File: config.mk
export PLATFORM = sky130hd
export DESIGN_NAME = ctrl_line_seq
export DESIGN_NICKNAME = d
export VERILOG_FILES = /design/src/rtl/ctrl_pkg.sv /design/src/rtl/ctrl_line_decode.sv /design/src/rtl/ctrl_line_seq.sv
export SDC_FILE = /design/constraint.sdc
export NUM_CORES = 1
export LEC_CHECK = 0
export ABC_CLOCK_PERIOD_IN_PS = 4500
export CAP_MARGIN = 30
export CORE_ASPECT_RATIO = 0.75
export CORE_MARGIN = 2
export CORE_UTILIZATION = 40
export DETAILED_ROUTE_END_ITERATION = 6
export PLACE_DENSITY = 0.64
export REMOVE_ABC_BUFFERS = 1
export SYNTH_ARGS = -nofsm -noshare
export SYNTH_HDL_FRONTEND = slang
export SYNTH_HIERARCHICAL = 1
export SYNTH_SLANG_ARGS = --single-unit
File: constraint.sdc
create_clock -name clk -period 4.5 [get_ports clk]
set_input_delay 1.35 -clock clk [delete_from_list [all_inputs] [get_ports clk]]
set_output_delay 1.35 -clock clk [all_outputs]
set_load 0.02 [all_outputs]
File: src/rtl/ctrl_pkg.sv
// Shared encodings for the control-line sequencer: ALU ops, write/read field codes, FSM states.
// Pure constants and types; no logic, no latency, no handshake.
package ctrl_pkg;

  localparam logic [1:0] ALU_ADD  = 2'b00;
  localparam logic [1:0] ALU_SUB  = 2'b01;
  localparam logic [1:0] ALU_NAND = 2'b11;

  localparam logic [1:0] WR_NONE = 2'b00;
  localparam logic [1:0] WR_RY   = 2'b01;
  localparam logic [1:0] WR_RX   = 2'b10;
  localparam logic [1:0] WR_BOTH = 2'b11;

  localparam logic [2:0] RD_RXA  = 3'b000;
  localparam logic [2:0] RD_RXB  = 3'b001;
  localparam logic [2:0] RD_RYA  = 3'b010;
  localparam logic [2:0] RD_RYB  = 3'b011;
  localparam logic [2:0] RD_BOTH = 3'b111;

  typedef enum logic [1:0] {EMPTY, HOLD, BEAT0, BEAT1} state_t;

  // Which slice of a word the decoder should produce
  localparam logic [1:0] BEAT_FULL   = 2'd0;
  localparam logic [1:0] BEAT_FIRST  = 2'd1;
  localparam logic [1:0] BEAT_SECOND = 2'd2;

endpackage

File: src/rtl/ctrl_line_decode.sv
// Decodes one ins/cwr pair (or one half of a split write) into ALU op and per-register enables.
// Purely combinational, zero latency, no handshake.
module ctrl_line_decode
  import ctrl_pkg::*;
#(
  parameter int NREG   = 32,
  parameter int IDX_W  = 5,
  parameter int RX_LSB = 7,
  parameter int RY_LSB = 0
) (
  input  logic [15:0]     ins,
  input  logic [33:0]     cwr,
  input  logic [1:0]      beat,
  output logic [1:0]      alu_op,
  output logic [NREG-1:0] load_reg,
  output logic [NREG-1:0] reg_to_bus,
  output logic [NREG-1:0] bus_sel,
  output logic            idx_err,
  output logic            split
);

  logic [IDX_W-1:0] rx, ry;
  logic [NREG-1:0]  rx_oh, ry_oh, wr_oh;
  logic             unused_bits;

  function automatic logic [NREG-1:0] onehot(input logic [IDX_W-1:0] idx);
    onehot = '0;
    if (int'(idx) < NREG) onehot = {{(NREG-1){1'b0}}, 1'b1} << idx;
  endfunction

  assign rx      = ins[RX_LSB +: IDX_W];
  assign ry      = ins[RY_LSB +: IDX_W];
  assign rx_oh   = onehot(rx);
  assign ry_oh   = onehot(ry);
  assign idx_err = (int'(rx) >= NREG) || (int'(ry) >= NREG);
  assign split   = (cwr[13:12] == WR_BOTH) && (rx != ry);
  // Pass-through fields are handled by the top; fold them here so they are not dangling.
  assign unused_bits = ^{ins, cwr};

  always_comb begin
    alu_op = ALU_NAND;
    if (cwr[26] || ins[15:12] == 4'b0000) alu_op = ALU_ADD;
    else if (ins[15:12] == 4'b0001)       alu_op = ALU_SUB;

    case (cwr[13:12])
      WR_NONE: wr_oh = '0;
      WR_RY:   wr_oh = ry_oh;
      WR_RX:   wr_oh = rx_oh;
      default: wr_oh = rx_oh | ry_oh;
    endcase

    reg_to_bus = '0;
    bus_sel    = '0;
    case (cwr[11:9])
      RD_RXA:  reg_to_bus = rx_oh;
      RD_RXB:  begin reg_to_bus = rx_oh; bus_sel = rx_oh; end
      RD_RYA:  reg_to_bus = ry_oh;
      RD_RYB:  begin reg_to_bus = ry_oh; bus_sel = ry_oh; end
      // Rx on bus A wins when both reads name the same register
      RD_BOTH: begin reg_to_bus = rx_oh | ry_oh; bus_sel = ry_oh & ~rx_oh; end
      default: ;
    endcase

    load_reg = wr_oh;
    if (beat == BEAT_FIRST) begin
      load_reg = ry_oh;
    end else if (beat == BEAT_SECOND) begin
      load_reg   = rx_oh;
      reg_to_bus = '0;
      bus_sel    = '0;
    end
  end

endmodule

File: src/rtl/ctrl_line_seq.sv
// Registered control-line decoder with valid/ready output and two-beat split of dual writes.
// One cycle accept-to-valid, full throughput; outputs hold while out_ready is low.
module ctrl_line_seq
  import ctrl_pkg::*;
#(
  parameter int NREG     = 32,
  parameter int IDX_W    = 5,
  parameter int RX_LSB   = 7,
  parameter int RY_LSB   = 0,
  parameter int WR_PORTS = 1
) (
  input  logic            clk,
  input  logic            rst,
  input  logic [15:0]     ins,
  input  logic [33:0]     cwr,
  input  logic            in_valid,
  output logic            in_ready,
  output logic            out_valid,
  input  logic            out_ready,
  output logic [16:0]     pass_bits,
  output logic [1:0]      alu_op,
  output logic [NREG-1:0] load_reg,
  output logic [NREG-1:0] reg_to_bus,
  output logic [NREG-1:0] bus_sel,
  output logic            second_beat,
  output logic            idx_err
);

  state_t          state, state_nx;
  logic            accept, load_b1, split_go;
  logic [15:0]     ins_q, dec_ins;
  logic [33:0]     cwr_q, dec_cwr;
  logic [1:0]      dec_beat;
  logic [1:0]      d_alu, alu_q;
  logic [NREG-1:0] d_load, d_rtb, d_sel, load_q, rtb_q, sel_q;
  logic            d_err, d_split, err_q, sb_q;
  logic [16:0]     pass_q;

  // The second half of a split re-decodes the held word; everything else decodes the input
  assign dec_ins  = load_b1 ? ins_q : ins;
  assign dec_cwr  = load_b1 ? cwr_q : cwr;
  assign split_go = d_split && (WR_PORTS == 1);
  assign dec_beat = load_b1 ? BEAT_SECOND : (split_go ? BEAT_FIRST : BEAT_FULL);
  assign accept   = in_valid && in_ready;

  ctrl_line_decode #(
    .NREG(NREG), .IDX_W(IDX_W), .RX_LSB(RX_LSB), .RY_LSB(RY_LSB)
  ) u_decode (
    .ins(dec_ins), .cwr(dec_cwr), .beat(dec_beat),
    .alu_op(d_alu), .load_reg(d_load), .reg_to_bus(d_rtb), .bus_sel(d_sel),
    .idx_err(d_err), .split(d_split)
  );

  always_ff @(posedge clk) begin
    if (rst) state <= EMPTY;
    else     state <= state_nx;
  end

  always_comb begin
    state_nx = state;
    case (state)
      EMPTY:   if (accept) state_nx = split_go ? BEAT0 : HOLD;
      BEAT0:   if (out_ready) state_nx = BEAT1;
      default: if (out_ready) state_nx = accept ? (split_go ? BEAT0 : HOLD) : EMPTY;
    endcase
  end

  always_comb begin
    in_ready  = 1'b0;
    out_valid = 1'b0;
    load_b1   = 1'b0;
    if (!rst) begin
      out_valid = (state != EMPTY);
      load_b1   = (state == BEAT0) && out_ready;
      case (state)
        EMPTY:       in_ready = 1'b1;
        HOLD, BEAT1: in_ready = out_ready;
        default:     in_ready = 1'b0;
      endcase
    end
  end

  always_ff @(posedge clk) begin
    if (rst) begin
      alu_q  <= '0;
      load_q <= '0;
      rtb_q  <= '0;
      sel_q  <= '0;
      err_q  <= 1'b0;
      sb_q   <= 1'b0;
      pass_q <= '0;
      ins_q  <= '0;
      cwr_q  <= '0;
    end else if (accept || load_b1) begin
      alu_q  <= d_alu;
      load_q <= d_load;
      rtb_q  <= d_rtb;
      sel_q  <= d_sel;
      err_q  <= d_err;
      sb_q   <= load_b1;
      pass_q <= {dec_cwr[31:27], dec_cwr[25:14]};
      if (accept) begin
        ins_q <= ins;
        cwr_q <= cwr;
      end
    end else if (out_valid && out_ready) begin
      alu_q  <= '0;
      load_q <= '0;
      rtb_q  <= '0;
      sel_q  <= '0;
      err_q  <= 1'b0;
      sb_q   <= 1'b0;
      pass_q <= '0;
    end
  end

  // Registers only clear on the edge, so mask them during the reset cycle itself
  assign alu_op      = rst ? '0 : alu_q;
  assign load_reg    = rst ? '0 : load_q;
  assign reg_to_bus  = rst ? '0 : rtb_q;
  assign bus_sel     = rst ? '0 : sel_q;
  assign idx_err     = rst ? 1'b0 : err_q;
  assign second_beat = rst ? 1'b0 : sb_q;
  assign pass_bits   = rst ? '0 : pass_q;

endmodule
==> out/qor.yml, run 1 <==
clock_sinks: 156
worst_slew_pin_slew_ns: 0.9038
clk_latency_ns: 0.43
endpoint_kind: "output pin"
syn_avg_cell_area_um2: 9.140
drt_iter0_markers: 840
wire_per_inst_um: 19.10
ir_drop_mv: 0.2084
placed_area_mm2: 0.01123
hp-class: "register to register"
row_count: 47
grtUsageTotal: 0.2250
routabilityCongestion: 0.8774
vias: 8415
start_util: 0.4112
layout-area-overhead-vs-synth_pct: 29.80
cts_made_buffers: 17
yosys_warnings: 6
die_h_um: 134.9
cts_root_buf: "clkbuf_16"
fmax_mhz: 234.0
critPathArrivalTime_ns: 2.92
grt_pass1_vias: 7678
post_synth_inst_count: 1000
crit_chain: "clkdlybuf4s50_1, buf_4, and2_1, nor2_1, nor2_1, clkdlybuf4s50_1"
start_kind: "input port"
slew_headroom: 0.3975
drv_slew: 0
crit_family: "buffers and inverters"
die_w_um: 178.5
final_util: 0.5337
critPathMaxStageDelay_ns: 0.61
leakage_nw: 4.167
coreArea_mm2: 0.02223
grt_max_degree: 118
wl_mm: 27.21
rsz0062_at_grt: "false"
path_buf_inv: 3
hpwl_mm: 17.44
drive_above_1_share: 0.1653
power.density_mw_per_mm2: 313.6
io_buffers: 159
finalHoldViolCount: 0
worstPathMaxFanout: 6
post-route-period-util: 0.9498
first_pass_iters: 5
dieArea_mm2: 0.02409
stdcell_area_mm2: 0.01186
clkTransAtPathRegs_ns: 0.07
final_antenna_net_count: 0
cts_tree: "built"
required_ns: 3.15
clock_path_buffers: 2
overflow: 0
viasPerCell: 5.905
post_cts_resize_count: 0
critPathKind: "input port to output pin"
ctsHoldBuffers: 0
htreeDepth: 4
drc: 0
antenna_found_initial: 0
post-cts-setup-buffers: 0
maxCapViolations: 0
grt_pass1_wl_mm: 43.18
fin_skew_ns: 0.01162
finalSetupViolCount: 0
ios: 173
synth.cell_area_mm2: 0.009140
period_minus_slack_ns: 4.274
diodes: 0
status: "finished, final reports clean"
cp_slowest_cell: "clkdlybuf4s50_1"
nNetsFinal: 1173
## through the flow
step / std cells / power, mW / setup slack [ns] / hold WS (ns) / setup TNS [ns]
3_3_place_gp: 1394 / 2.177 / -0.06534 / 0.5573 / -0.1262
5_1_grt: 1425 / 3.883 / 0.1404 / 0.6116 / 0
3_5_place_dp: 1394 / 2.190 / -0.04755 / 0.5723 / -0.1885
6_report: 1425 / 3.720 / 0.2258 / 0.5832 / 0
2_1_floorplan: 865 / 1.885 / -0.8240 / 0.5465 / -58.62
4_1_cts: 1425 / 3.754 / 0.2185 / 0.5904 / 0
## report_power, final
| group | internal [mW] | switching (mW) |
|---|---|---|
| registers | 1.45 | 0.0212 |
| logic | 0.297 | 0.393 |
| clock network | 0.945 | 0.609 |
## path summary, 6_finish.rpt
| check | start | to | slack, ns | cells past startpoint |
|---|---|---|---|---|
| setup / recovery | out_ready | in_ready | 0.23 | 6 |
| setup reg to reg | state[1] | load_q[26] | 1.24 | 11 |
| hold reg to reg | cwr_q[15] | cwr_q[15] | 0.58 | 2 |
| hold / removal | cwr_q[15] | cwr_q[15] | 0.58 | 2 |
## final cells by class
class	count	area (µm²)
clock buffers	18	439.2
fillers	2064	10360
flip-flops and latches	156	3123
inverters	6	22.52
multi-input cells	703	5399
clock inverters	13	190.2
well taps	294	367.9
repair buffers	235	2322
## cells in the final DEF, fill, tap and decap left out, drive strengths merged, types with 33 or more instances in the layout
cell           count
o22ai             40
buf               77
o21ai             34
or3               33
mux2              75
a22oi             40
clkdlybuf4s50    158
dfxtp            156
a22o             124
nand2             36
nor2b            159
## layer usage
metal	vias to the layer above	wire [µm]	GRT usage
met4	0	258	0.05330
met2	349	11520	0.3147
met1	4041	13400	0.3434
li1	4007	-	-
met3	18	2040	0.05293
met5	-	0	0
## flip-flops by register name, indices dropped and copies added, names as in the netlist
signal	flops
load_q	32
state	2
alu_q	2
sb_q	1
sel_q	32
err_q	1
pass_q	17
ins_q	14
rtb_q	32
cwr_q	23
## worst reg2reg max path, stage by stage (launching register included)
cell,delay (ns)
dfxtp_1,0.47
and4bb_2,0.31
buf_12,0.15
mux2_2,0.38
xor2_1,0.17
nor3_1,0.26
a311oi_1,0.15
nor2b_1,0.18
maj3_1,0.40
buf_12,0.19
o32ai_1,0.36
a22o_1,0.20
Note: power is estimated with default switching activity, not from simulation.
==> run 2: changes to the inputs <==
--- a/config.mk
+++ b/config.mk
@@ -11,7 +11,7 @@
 export CORE_MARGIN = 2
 export CORE_UTILIZATION = 40
 export DETAILED_ROUTE_END_ITERATION = 6
-export PLACE_DENSITY = 0.64
+export PLACE_DENSITY = 0.66
 export REMOVE_ABC_BUFFERS = 1
 export SYNTH_ARGS = -nofsm -noshare
 export SYNTH_HDL_FRONTEND = slang
==> run 2 against run 1 <==
Compared with the run above: worst hold slack gained 0.0050 ns; wire length down 0.80%; critical path type unchanged; power shrank 4.6%; clock skew grew 0.0037 ns.
==> out/qor.yml, run 2 (synthesis results as in run 1) <==
status: "finished, final reports clean"
layout-area-overhead-vs-synth_pct: 27.64
die_w_um: 178.5  # unchanged
start_util: 0.4112  # unchanged
htreeDepth: 4  # unchanged
antenna_found_initial: 1  # +1
grt_pass1_vias: 7665  # -0.17%
fill_cells: 2044  # -0.97%
p_comb_frac: 0.193  # +0.008
dieArea_mm2: 0.02409  # unchanged
cts_root_buf: "clkbuf_16"
clk_latency_ns: 0.43  # about the same
fin_skew_ns: 0.01530  # +0.003678 ns
crit_chain: "clkdlybuf4s50_1, buf_4, and2_1, nor2_1, nor2_1, clkdlybuf4s50_1"
clock_sinks: 156  # unchanged
slew_headroom: 0.4478  # +0.05035
cp-endpoint: "in_ready"
internal-power_mw: 2.525  # -6.3%
ctsHoldBuffers: 0  # unchanged
post-route-period-util: 0.9593  # +0.009442
clock_path_buffers: 2  # unchanged
nNetsFinal: 1159  # -1.2%
drt_iter0_markers: 801  # -4.6%
drive_above_1_share: 0.1549  # -0.01046
overflow: 0  # unchanged
r2r_start: "state[1]"
stdcell_area_mm2: 0.01167  # -1.7%
ios: 173  # unchanged
coreArea_mm2: 0.02223  # unchanged
drv_slew: 0  # unchanged
worst_slew_pin_slew_ns: 0.8266  # -0.07723 ns
critPathKind: "input port to output pin"
placed_area_mm2: 0.01110  # -1.2%
start_kind: "input port"
grtUsageTotal: 0.2205  # -0.004477
cts_tree: "built"
critPathMaxStageDelay_ns: 0.61  # about the same
dp.cells: 1380  # -1.0%
rsz0062_at_grt: "false"
finalSetupViolCount: 0  # unchanged
critPathArrivalTime_ns: 2.97  # +0.05 ns
seq_power_share: 0.416  # +0.019
regArea_mm2: 0.003123  # unchanged
vias: 8301  # -1.4%
swShare: 0.2882  # +0.01298
p_sw_mw: 1.022  # -0.13%
cts_made_buffers: 17  # unchanged
reg_top3: "load_q: 32 flops, rtb_q: 32 flops, sel_q: 32 flops"
wire_per_inst_um: 19.12  # +0.11%
tns_ns: 0  # unchanged
grt_pass1_wl_mm: 42.39  # -1.8%
power.density_mw_per_mm2: 304.1  # -3.0%
finalHoldViolCount: 0  # unchanged
wl_mm: 26.99  # -0.80%
row_count: 47  # unchanged
endpoint_kind: "output pin"
first_pass_iters: 7  # +2
viasPerCell: 5.879  # -0.45%
clkTransAtPathRegs_ns: 0.06  # about the same
critPathLaunch: "out_ready"
required_ns: 3.15  # about the same
post_cts_resize_count: 0  # unchanged
final_antenna_net_count: 0  # unchanged
routabilityCongestion: 0.8896  # +1.4%
fmax_mhz: 231.7  # -0.98%
maxCapViolations: 0  # unchanged
worstPathMaxFanout: 6  # unchanged
final_common_cell: "nor2b_1"
hpwl_mm: 17.71  # +1.6%
post-cts-setup-buffers: 0  # unchanged
io_buffers: 159  # unchanged
hp-class: "register to register"
drc: 0  # unchanged
ir_drop_mv: 0.1580  # -24%
grt_max_degree: 89  # -25%
ff2ff_setup_slack_ns: 1.11  # -0.13 ns
multi_input_comb_area_mm2: 0.005399  # unchanged
hold_depth: 2  # unchanged
period_minus_slack_ns: 4.317  # +0.04249 ns
leakage_nw: 4.053  # -2.7%
ff2ff_path_depth: 12  # +1
layout_common_cells: "159 x nor2b_1, 158 x clkdlybuf4s50_1, 156 x dfxtp_1, 124 x a22o_1, 57 x mux2_2"
die_h_um: 134.9  # unchanged
clkPwrFrac: 0.391  # -0.027
cp_slowest_cell: "clkdlybuf4s50_1"
final_cells: 1412  # -0.91%
timing.rr.end: "rtb_q[23]"
run 2: changes by cell type in the layout (fill, tap and decap cells not counted), sizes merged:
cell and delta:
bufinv -3, clkinvlp +1, clkinv +2, diode +1, buf -14
run 2: worst min path at each step:
stage / endpoint / slack (ns) / from
2_1_floorplan: cwr_q[10] / 0.55 / cwr_q[10]
3_3_place_gp: cwr_q[18] / 0.56 / cwr_q[18]
3_5_place_dp: cwr_q[16] / 0.57 / cwr_q[16]
4_1_cts: cwr_q[16] / 0.59 / cwr_q[16]
5_1_grt: pass_q[10] / 0.62 / cwr_q[24]
6_report: cwr_q[16] / 0.59 / cwr_q[16]
run 2: metrics by stage:
step	total power [mW]	setup slack (ns)	utilization	hold WS (ns)
after floorplan	1.885	-0.8240	-	0.5465
after global placement	2.173	-0.04527	0.4996	0.5574
after detailed placement	2.184	-0.1556	0.4996	0.5677
after CTS	3.578	0.1931	0.5247	0.5931
after global routing	3.700	0.04398	0.5247	0.6198
final	3.548	0.1833	0.5248	0.5882
run 2: routing by layer:
layer | share of wire | track usage
met2 | 0.42 | 0.3123
met5 | 0 | 0
met3 | 0.070 | 0.04955
met4 | 0.012 | 0.05691
met1 | 0.50 | 0.3332
run 2: cell type report:
cell class / count / area share
timing repair buffer: 221 / 0.1879
multi-input combinational: 703 / 0.4628
tap: 294 / 0.03153
clock inverter: 13 / 0.01030
inverter: 6 / 0.001931
sequential: 156 / 0.2677
clock buffer: 18 / 0.03764
antenna: 1 / 0.0002145
run 2: worst max-delay path, delay by kind of cell:
kind                   cells  cell delay (ns)
buffers and inverters      3             1.24
and+or+nand+nor            3             0.37
run 2: power groups by stage:
stage,Clock (mW),Sequential [mW],Combinational (mW)
2_1_floorplan,0,1.50,0.385
3_3_place_gp,0,1.50,0.669
3_5_place_dp,0,1.51,0.678
4_1_cts,1.42,1.48,0.681
5_1_grt,1.48,1.48,0.737
6_report,1.39,1.48,0.686
